--- src/rtl/mux4_rr_arbiter_pkg.sv ---
// Shared constants and state type for the four-lane round-robin mux arbiter.
package mux_arb_pkg;
  localparam int N_REQ = 4;
  localparam int SEL_W = 2;

  typedef enum logic {IDLE, GRANT} arb_state_t;
endpackage

--- src/rtl/mux4_rr_arbiter_if.sv ---
// Requester/consumer bundle for the arbiter: request lines, packed lanes and the granted output.
interface mux4_rr_arbiter_if #(parameter int WIDTH = 2);
  import mux_arb_pkg::*;

  logic [N_REQ-1:0]       req;
  logic [N_REQ*WIDTH-1:0] data;
  logic [N_REQ-1:0]       grant;
  logic [SEL_W-1:0]       sel;
  logic [WIDTH-1:0]       m;
  logic                   m_valid;

  modport master (output req, data, input grant, sel, m, m_valid);
  modport slave  (input req, data, output grant, sel, m, m_valid);
endinterface

--- src/rtl/mux4_rr_arbiter_rr_pick.sv ---
// Combinational round-robin search: first set bit of req starting at start, wrapping mod 4.
module rr_pick
  import mux_arb_pkg::*;
(
  input  logic [N_REQ-1:0] req,
  input  logic [SEL_W-1:0] start,
  output logic             found,
  output logic [SEL_W-1:0] idx,
  output logic [N_REQ-1:0] onehot
);

  logic [SEL_W-1:0] cand_idx;

  always_comb begin
    found    = 1'b0;
    idx      = start;
    onehot   = '0;
    cand_idx = '0;
    for (int k = 0; k < N_REQ; k++) begin
      cand_idx = start + SEL_W'(k);
      if (!found && req[cand_idx]) begin
        found = 1'b1;
        idx   = cand_idx;
      end
    end
    if (found)
      onehot = {{(N_REQ-1){1'b0}}, 1'b1} << idx;
  end

endmodule

--- src/rtl/mux4_rr_arbiter.sv ---
// Round-robin owner of the 4:1 lane mux: one grant at a time, preemptible after MAX_HOLD cycles.
// state | meaning
// IDLE  | no lane granted, m forced to 0, sel holds its previous value
// GRANT | lane sel_q owns the mux, hold_cnt counts up to MAX_HOLD-1
module mux4_rr_arbiter
  import mux_arb_pkg::*;
#(
  parameter int WIDTH    = 2,
  parameter int MAX_HOLD = 4
)(
  input  logic               CLOCK_50,
  input  logic               reset,
  mux4_rr_arbiter_if.slave   bus
);

  localparam logic [3:0] HOLD_LAST = 4'(MAX_HOLD - 1);

  arb_state_t       state_q;
  logic [N_REQ-1:0] grant_q;
  logic [SEL_W-1:0] sel_q;
  logic [SEL_W-1:0] last_q;
  logic [3:0]       hold_cnt;

  logic [SEL_W-1:0] start;
  logic [N_REQ-1:0] cand;
  logic             found;
  logic [SEL_W-1:0] pick_idx;
  logic [N_REQ-1:0] pick_oh;
  logic             cur_req;
  logic             switch_lane;

  // Masking the current lane makes one search serve both release and preempt.
  assign start       = (state_q == IDLE) ? last_q + 2'd1 : sel_q + 2'd1;
  assign cand        = bus.req & ~grant_q;
  assign cur_req     = |(bus.req & grant_q);
  assign switch_lane = !cur_req || ((hold_cnt == HOLD_LAST) && found);

  rr_pick u_pick (
    .req    (cand),
    .start  (start),
    .found  (found),
    .idx    (pick_idx),
    .onehot (pick_oh)
  );

  always_ff @(posedge CLOCK_50 or posedge reset) begin
    if (reset) begin
      state_q  <= IDLE;
      grant_q  <= '0;
      sel_q    <= '0;
      last_q   <= 2'd3;
      hold_cnt <= '0;
    end else begin
      case (state_q)
        IDLE: begin
          if (found) begin
            state_q  <= GRANT;
            grant_q  <= pick_oh;
            sel_q    <= pick_idx;
            hold_cnt <= '0;
          end
        end
        GRANT: begin
          if (switch_lane) begin
            last_q   <= sel_q;
            hold_cnt <= '0;
            if (found) begin
              grant_q <= pick_oh;
              sel_q   <= pick_idx;
            end else begin
              state_q <= IDLE;
              grant_q <= '0;
            end
          end else if (hold_cnt != HOLD_LAST) begin
            hold_cnt <= hold_cnt + 4'd1;
          end
        end
        default: state_q <= IDLE;
      endcase
    end
  end

  always_comb begin
    bus.m = '0;
    if (|grant_q)
      bus.m = bus.data[sel_q*WIDTH +: WIDTH];
  end

  assign bus.grant   = grant_q;
  assign bus.sel     = sel_q;
  assign bus.m_valid = |grant_q;

endmodule

--- src/flat_wrapper.sv ---
// flat-port wrapper written by rule: the top's interface ports become plain ports
module mux4_rr_arbiter_flat import mux_arb_pkg::*;
#(
  parameter int WIDTH    = 2,
  parameter int MAX_HOLD = 4
)
  (CLOCK_50, reset, bus_req, bus_data, bus_grant, bus_sel, bus_m, bus_m_valid);
  mux4_rr_arbiter_if #(.WIDTH(WIDTH)) bus_i ();
  input  logic CLOCK_50;
  input  logic reset;
  input wire logic [$bits(bus_i.req)-1:0] bus_req;
  input wire logic [$bits(bus_i.data)-1:0] bus_data;
  output wire logic [$bits(bus_i.grant)-1:0] bus_grant;
  output wire logic [$bits(bus_i.sel)-1:0] bus_sel;
  output wire logic [$bits(bus_i.m)-1:0] bus_m;
  output wire logic [$bits(bus_i.m_valid)-1:0] bus_m_valid;
  assign bus_i.req = bus_req;
  assign bus_i.data = bus_data;
  assign bus_grant = bus_i.grant;
  assign bus_sel = bus_i.sel;
  assign bus_m = bus_i.m;
  assign bus_m_valid = bus_i.m_valid;
  mux4_rr_arbiter #(.WIDTH(WIDTH), .MAX_HOLD(MAX_HOLD)) u_core (.CLOCK_50(CLOCK_50), .reset(reset), .bus(bus_i));
endmodule
--- config.mk ---
export PLATFORM = sky130hd
export DESIGN_NAME = mux4_rr_arbiter_flat
export DESIGN_NICKNAME = d
export VERILOG_FILES = /design/src/rtl/mux4_rr_arbiter_pkg.sv /design/src/rtl/mux4_rr_arbiter_if.sv /design/src/rtl/mux4_rr_arbiter_rr_pick.sv /design/src/rtl/mux4_rr_arbiter.sv /design/src/flat_wrapper.sv
export SDC_FILE = /design/constraint.sdc
export NUM_CORES = 1
export LEC_CHECK = 0
export ABC_AREA = 1
export ABC_CLOCK_PERIOD_IN_PS = 1820
export CORE_MARGIN = 2
export CORE_UTILIZATION = 48
export CTS_BUF_LIST = sky130_fd_sc_hd__clkbuf_2
export DETAILED_ROUTE_END_ITERATION = 10
export GPL_TIMING_DRIVEN = 1
export PLACE_DENSITY = 0.88
export SLEW_MARGIN = 20
export SYNTH_ARGS = -nofsm -noshare
export SYNTH_HDL_FRONTEND = slang
export SYNTH_SLANG_ARGS = --single-unit
--- constraint.sdc ---
create_clock -name CLOCK_50 -period 1.82 [get_ports CLOCK_50]
set_input_delay 0.455 -clock CLOCK_50 [delete_from_list [all_inputs] [get_ports CLOCK_50]]
set_output_delay 0.455 -clock CLOCK_50 [all_outputs]
set_load 0.01 [all_outputs]
==> impl_metrics.toml <==
[grt]
grt.total_usage = 0.3164
grt_pass1_vias = 1408
grt_max_degree = 14
grt_overflow_total = 0
antenna_found_initial = 0
grt_pass1_wl_mm = 6.313

[clock_tree]
h-tree-depth = 1
cts_tree = "done"
clk_latency_ns = 0.32
cts.path.max_buffers = 2
cts_num_sinks = 13
cts.reportedPaths.clkPinSlew_ns = 0.16
cts_made_buffers = 3
postCtsHoldBufs = 0
ctsRootBufferMaster = "clkbuf_2"

[synthesis]
ys_warn_count = 0
netlist_top_cells_area = "dfrtp_1 (25%), nand2_1 (22%), nor2_1 (8.7%)"
ys_ff_latch = 13
syn_inst = 185
yosysUniqueCellTypes = 24
synth_top_area_cell = "dfrtp_1"
avgSynthCellArea_um2 = 6.067
yosysSeqAreaShare = 0.2921
synth_top_area_frac = 0.2453
netlist_area_um2 = 1122
syn_nets = 200

[worst_setup_path]
crit_type = "reg2reg"
arrival_ns = 2.38
reg2reg_depth = 13
cp.required_ns = 2.09
crit_fanout = 8
setup.worst_path.start_class = "flip-flop"
cp-end-kind = "flip-flop"

[floorplan]
coreArea_um2 = 2212
rows = 17
io_pins = 23
die_w_um = 52.36
die_h_um = 52.36
dieArea_um2 = 2741
initial_core_util = 0.5074

[cells_and_area]
drive_gt1_frac = 0.4395
antenna_cells = 0
fin_nets = 264
area_delta_synth_final_pct = 71.24
instances_no_fill = 276
fillers = 123

[timing]
finalMaxSlewViolations = 0
rsz0062_at_grt = "yes"
max-slew-margin-rel = 0.6470
final_hold_viol_count = 0
fin_skew_ns = 0.01424
fin_ws_ns = -0.2832
period_minus_slack_ns = 2.103
setup_viol = 15
timing.final.crit_share = 1.156
worstMarginPinSlew_ns = 0.5289
max_freq_mhz = 475.5

[routing]
vias = 1586
first_pass_iters = 4
drc_errors = 0
wire_per_inst_um = 16.80
antenna_left = 0
drt-total-wl_mm = 4.638
drtIter0Drc = 77
via_per_inst = 5.746

[placed_design]
gp_congestion = 0.8790
pre_cts_slack_ns = -0.4936
portBuffers = 22
dpl.hpwl_mm = 2.416
place_inst = 259

[run]
drv_cap = 0

[outcome]
violations = "setup timing"
run_status = "complete, but fails checks"

[worst_hold_path]
hp-class = "in2async"
==> final timing paths <==
check                                          startpoint                               to  slack, ns
setup / recovery             u_core.last_q[0]$_DFFE_PP1P_  u_core.bus.grant[3]$_DFFE_PP0P_      -0.28
hold / removal                                      reset         u_core.state_q$_DFF_PP0_       0.45
setup reg to reg             u_core.last_q[0]$_DFFE_PP1P_  u_core.bus.grant[3]$_DFFE_PP0P_      -0.28
hold reg to reg            u_core.hold_cnt[1]$_DFFE_PP0P_   u_core.hold_cnt[1]$_DFFE_PP0P_       0.58
max in group asynchronous                           reset    u_core.bus.sel[0]$_DFFE_PP0P_       0.97
min in group CLOCK_50      u_core.hold_cnt[1]$_DFFE_PP0P_   u_core.hold_cnt[1]$_DFFE_PP0P_       0.58
==> Yosys cell counts (all sizes together) <==
cell / count
nand3: 18
nand2: 77
xor2: 1
nor3: 1
a21oi: 5
inv: 22
ha: 1
o31ai: 1
o21ai: 10
dfrtp: 11
buf: 1
nor4: 1
a22o: 1
dfstp: 2
nand4: 5
nor2: 28
==> metal layers <==
layer	share of wire	vias up	global-route usage
met4	0.054	0	0.1368
met1	0.37	729	0.3943
met3	0.11	32	0.06571
li1	-	718	-
met5	0	-	0
met2	0.47	107	0.5229
==> sequential cells by signal, indices dropped and copies added (netlist names) <==
register,flops
u_core.bus.grant,4
u_core.bus.sel,2
u_core.hold_cnt,4
u_core.last_q,2
u_core.state_q,1
==> what timing repair did <==
item	in CTS	in global routing
pin swaps	8	15
buffers inserted	9	3
resized for setup	52	37
endpoints found under the setup margin	21	19
gates cloned	1	0
==> final cells by class <==
class	instances	area, µm²	share of cell area
clock buffers	3	15.01	0.007813
clock inverters	1	5.005	0.002604
inverters	22	85.08	0.04427
multi-input cells	150	940.9	0.4896
flip-flops and latches	13	331.6	0.1725
well taps	28	35.03	0.01823
repair buffers	59	509.2	0.2650
==> critical path, stage by stage (launching register included) <==
cell	delay [ns]
dfstp_2	0.59
inv_2	0.04
nand2_2	0.07
nand2_4	0.10
nand2_2	0.10
nand2_2	0.07
buf_4	0.13
o21ai_0	0.24
nand2_1	0.12
nor2_1	0.15
nor2_2	0.07
o21ai_1	0.20
nand3_1	0.11
nand2_1	0.07
==> cell usage in the layout, fill, tap and decap left out, drive strengths merged, types with 3 or more instances in the layout <==
cell	count
nand2	78
clkbuf	3
dlymetal6s2s	3
nor2	28
a21oi	5
dfrtp	11
o21ai	10
clkdlybuf4s50	14
nand4	5
nand3	18
inv	22
buf	40
==> kinds of logic (layout without fill, tap and decap cells) <==
group                    after synthesis  count (layout)  share of synthesized area
AO/OA/AOI/OAI                         17              17                    0.08473
flip-flops                            13              13                     0.2921
buffers and inverters                 23              85                    0.08361
adder cells (fa/ha/maj)                1               1                    0.01115
XOR/XNOR                               1               1                   0.007805
AND/OR/NAND/NOR                      130             131                     0.5206
==> metrics by stage <==
stage	TNS [ns]	util	hold slack [ns]	instance area, µm²
after floorplan	0	-	0.3305	1126
after global placement	-5.731	0.7042	0.4706	1558
after detailed placement	-6.371	0.7042	0.4857	1558
after CTS	-0.8324	0.8003	0.4793	1770
after global routing	-4.182	0.8688	0.5143	1922
final	-3.235	0.8688	0.4521	1922
Power is not shown: default switching activity piles up to over one toggle a cycle in this logic, so the estimate is an artifact.
